==> src/rtl/argon_regfile_sequencer.sv <==
// Bus initiator for the Argon register file: issues LATCHSEL -> READA -> READB for an
// operand request, returns both operands, and writes results back to register C via LATCHC.
module argon_regfile_sequencer #(
  parameter int                   WORD_WIDTH   = 16,
  parameter int                   INDEX_WIDTH  = 3,
  parameter int                   CMD_WIDTH    = 4,
  parameter logic [CMD_WIDTH-1:0] IDLE_COMMAND = '0
) (
  input  logic                   i_Clk,
  input  logic                   i_Reset,
  input  logic                   i_req_valid,
  output logic                   o_req_ready,
  input  logic [INDEX_WIDTH-1:0] i_idxA,
  input  logic [INDEX_WIDTH-1:0] i_idxB,
  input  logic [INDEX_WIDTH-1:0] i_idxC,
  output logic                   o_rsp_valid,
  input  logic                   i_rsp_ready,
  output logic [WORD_WIDTH-1:0]  o_opA,
  output logic [WORD_WIDTH-1:0]  o_opB,
  input  logic                   i_wb_valid,
  output logic                   o_wb_ready,
  input  logic [WORD_WIDTH-1:0]  i_wb_data,
  output logic [CMD_WIDTH-1:0]   o_bus_command,
  output logic                   o_bus_valid,
  output logic [WORD_WIDTH-1:0]  o_bus_data,
  input  logic [WORD_WIDTH-1:0]  i_bus_data,
  input  logic                   i_bus_valid,
  output logic                   o_bus_err
);

  localparam logic [CMD_WIDTH-1:0] COM_LATCHSEL = CMD_WIDTH'(1);
  localparam logic [CMD_WIDTH-1:0] COM_READA    = CMD_WIDTH'(2);
  localparam logic [CMD_WIDTH-1:0] COM_READB    = CMD_WIDTH'(3);
  localparam logic [CMD_WIDTH-1:0] COM_LATCHC   = CMD_WIDTH'(4);

  typedef enum logic [2:0] {
    S_IDLE = 3'd0,
    S_SEL  = 3'd1,
    S_RDA  = 3'd2,
    S_RDB  = 3'd3,
    S_RSP  = 3'd4,
    S_WB   = 3'd5
  } state_t;

  state_t                 state_q, state_d;
  logic [INDEX_WIDTH-1:0] idx_a_q, idx_a_d, idx_b_q, idx_b_d, idx_c_q, idx_c_d;
  logic [WORD_WIDTH-1:0]  wb_data_q, wb_data_d;
  logic [WORD_WIDTH-1:0]  op_a_q, op_a_d, op_b_q, op_b_d;
  logic [CMD_WIDTH-1:0]   cmd_q, cmd_d;
  logic                   bus_valid_q, bus_valid_d;
  logic [WORD_WIDTH-1:0]  bus_data_q, bus_data_d;
  logic                   err_q, err_d;
  logic                   req_ready_q, req_ready_d;
  logic                   wb_ready_q, wb_ready_d;
  logic                   rsp_valid_q, rsp_valid_d;

  always_ff @(posedge i_Clk or posedge i_Reset) begin
    if (i_Reset) begin
      state_q     <= S_IDLE;
      idx_a_q     <= '0;
      idx_b_q     <= '0;
      idx_c_q     <= '0;
      wb_data_q   <= '0;
      op_a_q      <= '0;
      op_b_q      <= '0;
      cmd_q       <= IDLE_COMMAND;
      bus_valid_q <= 1'b0;
      bus_data_q  <= '0;
      err_q       <= 1'b0;
      req_ready_q <= 1'b0;
      wb_ready_q  <= 1'b0;
      rsp_valid_q <= 1'b0;
    end else begin
      state_q     <= state_d;
      idx_a_q     <= idx_a_d;
      idx_b_q     <= idx_b_d;
      idx_c_q     <= idx_c_d;
      wb_data_q   <= wb_data_d;
      op_a_q      <= op_a_d;
      op_b_q      <= op_b_d;
      cmd_q       <= cmd_d;
      bus_valid_q <= bus_valid_d;
      bus_data_q  <= bus_data_d;
      err_q       <= err_d;
      req_ready_q <= req_ready_d;
      wb_ready_q  <= wb_ready_d;
      rsp_valid_q <= rsp_valid_d;
    end
  end

  always_comb begin
    state_d   = state_q;
    idx_a_d   = idx_a_q;
    idx_b_d   = idx_b_q;
    idx_c_d   = idx_c_q;
    wb_data_d = wb_data_q;
    op_a_d    = op_a_q;
    op_b_d    = op_b_q;
    err_d     = 1'b0;

    case (state_q)
      S_IDLE: begin
        // Writeback has priority; a simultaneous request stays pending on its valid.
        if (i_wb_valid && wb_ready_q) begin
          wb_data_d = i_wb_data;
          state_d   = S_WB;
        end else if (i_req_valid && req_ready_q) begin
          idx_a_d = i_idxA;
          idx_b_d = i_idxB;
          idx_c_d = i_idxC;
          state_d = S_SEL;
        end
      end
      S_SEL: state_d = S_RDA;
      S_RDA: begin
        op_a_d  = i_bus_valid ? i_bus_data : '0;
        err_d   = ~i_bus_valid;
        state_d = S_RDB;
      end
      S_RDB: begin
        op_b_d  = i_bus_valid ? i_bus_data : '0;
        err_d   = ~i_bus_valid;
        state_d = S_RSP;
      end
      S_RSP:   if (i_rsp_ready) state_d = S_IDLE;
      S_WB:    state_d = S_IDLE;
      default: state_d = S_IDLE;
    endcase

    // Outputs are registered from the next state so they line up with the state they describe.
    cmd_d       = IDLE_COMMAND;
    bus_valid_d = 1'b0;
    bus_data_d  = '0;
    case (state_d)
      S_SEL: begin
        cmd_d       = COM_LATCHSEL;
        bus_valid_d = 1'b1;
        bus_data_d  = WORD_WIDTH'({idx_c_d, idx_b_d, idx_a_d});
      end
      S_RDA: cmd_d = COM_READA;
      S_RDB: cmd_d = COM_READB;
      S_WB: begin
        cmd_d       = COM_LATCHC;
        bus_valid_d = 1'b1;
        bus_data_d  = wb_data_d;
      end
      default: cmd_d = IDLE_COMMAND;
    endcase
    req_ready_d = (state_d == S_IDLE);
    wb_ready_d  = (state_d == S_IDLE);
    rsp_valid_d = (state_d == S_RSP);
  end

  assign o_req_ready   = req_ready_q;
  assign o_wb_ready    = wb_ready_q;
  assign o_rsp_valid   = rsp_valid_q;
  assign o_opA         = op_a_q;
  assign o_opB         = op_b_q;
  assign o_bus_command = cmd_q;
  assign o_bus_valid   = bus_valid_q;
  assign o_bus_data    = bus_data_q;
  assign o_bus_err     = err_q;

endmodule

==> config.mk <==
export PLATFORM = sky130hd
export DESIGN_NAME = argon_regfile_sequencer
export DESIGN_NICKNAME = d
export VERILOG_FILES = /design/src/rtl/argon_regfile_sequencer.sv
export SDC_FILE = /design/constraint.sdc
export NUM_CORES = 1
export LEC_CHECK = 0
export ABC_AREA = 1
export CAP_MARGIN = 20
export CORE_UTILIZATION = 43
export DETAILED_ROUTE_END_ITERATION = 12
export PLACE_DENSITY = 0.81
export SYNTH_ARGS = -nofsm -noshare
export SYNTH_HDL_FRONTEND = slang
export SYNTH_SLANG_ARGS = --single-unit
==> constraint.sdc <==
create_clock -name i_Clk -period 2.65 [get_ports i_Clk]
set_input_delay 0.53 -clock i_Clk [delete_from_list [all_inputs] [get_ports i_Clk]]
set_output_delay 0.53 -clock i_Clk [all_outputs]
set_load 0.03 [all_outputs]
# --- Word-level counts from Yosys, hierarchy flattened ---
# Cells that the tools add are included.
word_totals:
  out_inout_bits: 57
  elab_cells: 49
  input_bits: 47
  reg_bits: 84
classes:
  reduce_logical: 6
  n_mux: 20
  bitwise_logic: 1
  n_eq_ne: 9
op_table:
  columns: ["op", "n"]
  rows:
  - ["16-bit 2-to-1 mux", 3]
  - ["3-bit 2-to-1 mux", 12]
  - ["16-bit one-hot mux with 2 select lines", 1]
  - ["3-bit one-hot mux with 5 select lines", 1]
  - ["3-bit by 2-bit == test with 1-bit output, second input constant", 4]
  - ["3-bit one-hot mux with 4 select lines", 1]
  - ["3-bit == test, second input constant", 3]
  - ["3-bit by 1-bit == test with 1-bit output, second input constant", 2]
  - ["3-bit logical NOT", 2]
  - ["2-bit OR reduction", 2]
  - ["1-bit logical AND", 2]
  - ["1-bit 2-to-1 mux", 2]
  - ["1-bit inverter", 1]

# --- Depth between registers and ports, before layout ---
# Gate-level depths: netlist of the first run.
logic_depth:
  ltp_word: 7
  ltp_mapped: 6
  depth_no_buf: 6

# --- Worst setup path after synthesis of the first run ---
# OpenSTA, ideal clock, no wires.
synth_timing:
  path_type: "register to output"
  from: "reg wb_ready_q, in the netlist o_wb_ready"
  to: "out o_wb_ready"
  path_buffers: 1
  path_slack_ns: 1.382
  required_ns: 2.120
  path_stages_with_launch: 2
  arrival_ns: 0.738
  cell_sequence: "dfrtp_1 > buf_4"
synth_lines:
  columns: ["element", "line_no", "text"]
  rows:
  - ["start: declaration", "54", "logic wb_ready_q, wb_ready_d;"]
  - ["start signal: assignment", "86", "wb_ready_q <= wb_ready_d;"]
  - ["end: declaration", "21", "output logic o_wb_ready,"]
# No word-level cell between the ends.

# --- Worst setup path in the final report of the first run ---
layout_timing:
  from: "reg wb_ready_q, in the netlist o_wb_ready"
  to: "out o_wb_ready"
# No word-level cell between the ends.

==> results of run 1 <==
kinds of logic (layout without fill, tap and decap cells):
| logic type | Yosys count | count (layout) | synth area share |
|---|---|---|---|
| AO/OA/AOI/OAI | 32 | 32 | 0.0874 |
| flip-flops | 58 | 58 | 0.642 |
| buffers and inverters | 30 | 138 | 0.0659 |
| AND/OR/NAND/NOR | 106 | 106 | 0.203 |
| other | 1 | 1 | 0.00166 |
cell type report:
class,instances,area share
Clock buffer,13,0.0481
Clock inverter,2,0.00998
Inverter,19,0.0203
Multi-Input combinational cell,139,0.188
Sequential cell,58,0.413
Tap cell,70,0.0249
Timing Repair Buffer,104,0.295
worst max-delay path by stage:
stage	startpoint	endpoint	slack (ns)	cells after the start
6_report	o_wb_ready	o_wb_ready	0.71	1
5_1_grt	o_wb_ready	o_req_ready	0.65	1
4_1_cts	o_wb_ready	o_wb_ready	0.68	1
3_5_place_dp	i_bus_valid	o_opA[10]	0.72	3
3_3_place_gp	i_bus_valid	o_opA[0]	0.77	3
2_1_floorplan	i_Reset	o_bus_command[0]	0.69	1
placed cells by master (no fill, tap or decap):
| cell type | synthesis | layout |
|---|---|---|
| clkdlybuf4s50_1 | 0 | 102 |
| nand2_1 | 86 | 86 |
| dfrtp_1 | 58 | 58 |
| inv_1 | 17 | 16 |
| o21ai_0 | 14 | 14 |
| clkbuf_8 | 0 | 12 |
| o21ai_2 | 10 | 10 |
| nor2_1 | 9 | 9 |
| o21ai_1 | 8 | 8 |
| inv_2 | 2 | 3 |
| nand3_2 | 3 | 3 |
| nand3_1 | 3 | 3 |
| nor2_4 | 2 | 2 |
| buf_4 | 4 | 2 |
| nand3_4 | 1 | 1 |
| nand4_2 | 1 | 1 |
| nor3_1 | 1 | 1 |
| conb_1 | 1 | 1 |
| bufinv_16 | 0 | 1 |
| clkinv_2 | 0 | 1 |
| clkbuf_1 | 0 | 1 |
stage by stage:
| step | power [mW] | setup slack, ns | utilization | hold slack (ns) |
|---|---|---|---|---|
| 6_report | 3.77 | 0.707 | 0.692 | 0.467 |
| 2_1_floorplan | 2.33 | 0.692 | - | 0.430 |
| 3_3_place_gp | 2.94 | 0.772 | 0.652 | 0.439 |
| 4_1_cts | 3.81 | 0.678 | 0.692 | 0.465 |
| 3_5_place_dp | 2.97 | 0.719 | 0.652 | 0.457 |
| 5_1_grt | 3.99 | 0.652 | 0.692 | 0.495 |
registers in the layout, indices dropped and copies added, names as in the netlist:
signal	flops
o_bus_data	16
o_opA	16
o_opB	16
o_bus_command	3
state_q	3
o_bus_err	1
o_bus_valid	1
o_rsp_valid	1
o_wb_ready	1
metal layers:
metal | wire, um | track usage
met1 | 2180 | 0.250
met2 | 2630 | 0.319
met3 | 209 | 0.0637
met4 | 122 | 0.101
met5 | 0 | 0
power by group through the flow:
| stage | combinational (mW) | sequential (mW) | clock [mW] |
|---|---|---|---|
| after detailed placement | 1.66 | 1.31 | 0 |
| after CTS | 1.67 | 1.30 | 0.837 |
| after global placement | 1.63 | 1.30 | 0 |
| after floorplan | 0.555 | 1.78 | 0 |
| after global routing | 1.78 | 1.34 | 0.877 |
| final | 1.65 | 1.30 | 0.819 |
==> summary.md, run 1 <==
| Metric | Value |
|---|---|
| Chip width | 74.5 um |
| Register area | about 1500 um^2 |
| IO Port Bufs | approximately 100 |
| Switching power | approximately 1.5 mW |
| Initial Util | 0.446 |
| Layout cell share with drive strength beyond 1 | 0.107 |
| Die height | between 70 and 80 um |
| Slowest cell on crit path | clkdlybuf4s50_1 |
| Clk sink count | 58 |
| Reg2reg path depth | 4 |
| Fin. max-slew vios | 0 |
| Netlist cell types | 18 |
| Critical path type | flip-flop to output port |
| Final setup vio count | 0 |
| Vias/cell | 4.51 |
| Area Growth Syn to Fin | 55.3% |
| First-pass GRT wire length | slightly above 8000 um |
| I/O Pins | between 100 and 150 |
| Sw Share | 0.393 |
| Final Cell Area | around 3500 um^2 |
| Hold-fix buffers, CTS | 0 |
| GP Congestion | roughly 0.75 |
| H-tree depth | 3 |
| EDFF count, synth | 0 |
| Worst-path clk slew | 0.06 ns |
| Sequential share of power | 0.345 |
| Worst Hold End | o_bus_err |
| Clk network pwr share | 0.217 |
| Number of global-route vias before repair | 1,754 |
| Buf/Inv on CP | 1 |
| Cell Rows | 26 |
| Maximum vdd drop | approximately 0.00065 V |
| Drt pass-1 iters | 4 |
| Status | finished clean |
| DRC | 0 |
| CTS resizes | 0 |
| Top-count cell post-synth | nand2_1 |
| Worst skew pair latency | approximately 0.32 ns |
| Top cell type's share of synthesized area | 0.642 |
| Register area share after synthesis | 0.642 |
| Seq cells post-synth | a little under 60 |
| TritonCTS clock tree | yes |
| Synth top cells by count | 86 x nand2_1, 58 x dfrtp_1, 17 x inv_1 |
| Max-Slew Margin vs Limit | 0.488 |
| Critical Path AT | 1.41 ns |
| Root buf cell | clkbuf_8 |
| RR Startpoint | state_q[2] |
| YS warnings | 0 |
| Synth Instances | ~230 |
| Area leader, netlist | dfrtp_1 |
| Internal power | 2.29 mW |
| Total Routing Usage GR | 0.202 |
| Max Cap Viol | 0 |
| Largest net degree at the start of global routing | 35 |
| Critical path's top delay family | buffers and inverters |
| Final hold viol count | 0 |
| Largest cells by area after synthesis | dfrtp_1 64%, nand2_1 14%, o21ai_2 3.9% |
| # Post-CTS Setup Buffers | 0 |
| Worst R2R End | o_wb_ready |
| Hold Startpoint | state_q[2] |
| CTS buffer count | 9 |
| Clk buf depth | 2 |
| Final-layout fill cell count | 421 |
| Crit path launch type | flip-flop |
| Initial antenna violation count | 0 |
| Routed len/inst | about 13 um |
| DR iter-0 viols | 83 |
| Die area | ~5600 um^2 |
| Crit end category | output port |
| Hold Path Stages | 1 |
| Layout Nets | 378 |
| WP data required | around 2.1 ns |
| RSZ-0062 raised after global routing | no |
| Antenna cell count | 0 |
| Worst hold path type | flip-flop to flip-flop |
| Post-DP HPWL | about 3600 um |
| Avg Inst Size Synth | around 10 um^2 |
| Mapped Area | between 2000 and 2500 um^2 |
| Crit-path cells | clkdlybuf4s50_1 |
| Sum Neg Setup Slack | 0 ns |
| DR vias | between 1,500 and 2,000 |
| Cell Area, Placed | 3310 um^2 |
| Drt total wl | 5150 um |
| Final min period | slightly below 2 ns |
| Ys flop type | dfrtp_1 |
| Post-Place Cells | 390 |
| R2r setup slk | ~0.9 ns |
| Async set or reset register ratio after synthesis | 1.00 |
| Comb pwr share | 0.438 |
| Core Footprint | just over 5000 um^2 |
| Antenna Violating Nets Remaining | 0 |
| Worst clock skew | roughly 0.0086 ns |
| CP Max Fanout | 4 |
| Max Fclk | 515 MHz |
| Area of the multi-input gates | approximately 660 um^2 |
| Overflow after GRT | 0 |
| Least-Margin Pin Slew | approximately 0.77 ns |
| Number of non-filler instances in the completed layout | about 410 |
| Final period util | 0.733 |
| Cell area power density | 1070 nW/um^2 |
| Synth Net Count | between 200 and 300 |
| CP max stage delay | ~0.70 ns |
| Total leakage power | roughly 1.7 nW |
Note: power is estimated with default switching activity, not from simulation.
==> run 2: changes to the inputs <==
--- a/config.mk
+++ b/config.mk
@@ -7,9 +7,9 @@
 export LEC_CHECK = 0
 export ABC_AREA = 1
 export CAP_MARGIN = 20
-export CORE_UTILIZATION = 43
+export CORE_UTILIZATION = 40
 export DETAILED_ROUTE_END_ITERATION = 12
-export PLACE_DENSITY = 0.81
+export PLACE_DENSITY = 0.76
 export SYNTH_ARGS = -nofsm -noshare
 export SYNTH_HDL_FRONTEND = slang
 export SYNTH_SLANG_ARGS = --single-unit
==> constraint.sdc (replaced) <==
create_clock -name i_Clk -period 1.8 [get_ports i_Clk]
set_input_delay 0.36 -clock i_Clk [delete_from_list [all_inputs] [get_ports i_Clk]]
set_output_delay 0.36 -clock i_Clk [all_outputs]
set_load 0.03 [all_outputs]
==> summary.md, run 2 (synthesized netlist as in run 1, its figures left out) <==
| Metric | Value |
|---|---|
| Antenna cell count | 0 |
| Number of non-filler instances in the completed layout | 412 |
| Hold_ws | 0.354 ns |
| Slowest cell on crit path | clkdlybuf4s50_1 |
| Post-DP HPWL | around 3700 um |
| First-pass GRT wire length | between 8000 and 9000 um |
| Final-layout fill cell count | approximately 470 |
| Total leakage power | 1.72 nW |
| Max Fclk | just under 600 MHz |
| RSZ-0062 raised after global routing | no |
| Maximum vdd drop | 0.000792 V |
| Overflow after GRT | 0 |
| Drt pass-1 iters | 4 |
| Die height | 77.2 um |
| Area Growth Syn to Fin | 56.8% |
| Clk sink count | 58 |
| DR iter-0 viols | between 70 and 80 |
| Cell Rows | 27 |
| Chip width | 77.2 um |
| Worst-path clk slew | 0.06 ns |
| Area of the multi-input gates | 661 um^2 |
| Drt total wl | 5040 um |
| Number of global-route vias before repair | between 1,500 and 2,000 |
| Layout Nets | around 380 |
| Critical path's top delay family | buffers and inverters |
| Root buf cell | clkbuf_8 |
| Fin. max-slew vios | 0 |
| Total Routing Usage GR | 0.191 |
| Final min period | approximately 1.7 ns |
| Status | finished clean |
| Die area | around 6000 um^2 |
| GP Congestion | about 0.76 |
| Commonest non-fill, non-tap cells in the layout | 100 x clkdlybuf4s50_1, 86 x nand2_1, 58 x dfrtp_1, 16 x inv_1, 14 x o21ai_0 |
| H-tree depth | 3 |
| Worst hold path type | primary input to async pin |
| CP Max Fanout | 2 |
| Clk buf depth | 2 |
| Buf/Inv on CP | 1 |
| Initial antenna violation count | 0 |
| Most common cell after layout, fill and taps aside | clkdlybuf4s50_1 |
| Crit-path cells | clkdlybuf4s50_1 |
| IO Port Bufs | ~100 |
| Critical path type | flip-flop to output port |
| Worst Setup Slack, final | about 0.083 ns |
| Core Footprint | around 5500 um^2 |
| Pre-CTS WS | ~0.29 ns |
| Layout cell share with drive strength beyond 1 | 0.115 |
| Max Cap Viol | 0 |
| Fin util | 0.648 |
| CP max stage delay | 0.69 ns |
| Post-layout power | 5.39 mW |
| Worst skew pair latency | 0.32 ns |
| TritonCTS clock tree | yes |
| Final Cell Area | around 3500 um^2 |
| Antenna Violating Nets Remaining | 0 |
| DR vias | 1,830 |
| Crit path launch type | flip-flop |
| Critical Path AT | approximately 1.4 ns |
| WP data required | ~1.4 ns |
| Final period util | 0.954 |
| Cell area power density | between 1500 and 2000 nW/um^2 |
| Worst clock skew | between 0.005 and 0.006 ns |
| Final hold viol count | 0 |
| R2r setup slk | 0.42 ns |
| Vias/cell | approximately 4.4 |
| CTS buffer count | 9 |
| Final setup vio count | 0 |
| I/O Pins | about 100 |
| Initial Util | 0.413 |
| Routed len/inst | around 12 um |
| Largest net degree at the start of global routing | 25 |
| Sum Neg Setup Slack | 0 ns |
| Cell Area, Placed | 3380 um^2 |
| DRC | 0 |
| Post-Place Cells | about 400 |
| Crit end category | output port |
| Register area | around 1500 um^2 |
[run 2: repair_timing]
item / CTS / global route
hold buffers: 0 / 0
gates resized for setup: 0 / 2
setup buffers: 0 / 0
endpoints found under the setup margin: 0 / 2
[run 2: layout make-up]
cell class / instances / share of cell area
tap: 72 / 0.0254
clock inverter: 3 / 0.00423
timing repair buffer: 108 / 0.313
inverter: 19 / 0.0201
sequential: 58 / 0.409
clock buffer: 13 / 0.0420
multi-input combinational: 139 / 0.186
[run 2: power breakdown]
group	leakage (nW)	switching [mW]	internal (mW)
combinational	0.864	1.50	0.995
sequential	0.768	0.212	1.69
clock	0.0872	0.462	0.531
[run 2: layer usage]
layer  share of wire  track usage
met3           0.036       0.0429
met5               0            0
met4           0.018        0.108
met1            0.44        0.237
met2            0.50        0.305
[run 2: final timing paths]
path / from / end / cells past startpoint
max: o_opB[0] / o_opB[0] / 1
min: i_Reset / o_bus_data[2] / 2
max reg2reg: state_q[2] / o_opB[10] / 5
min reg2reg: state_q[2] / o_bus_err / 1
max in group asynchronous: i_Reset / o_opB[0] / 3
min in group i_Clk: state_q[2] / o_bus_err / 1
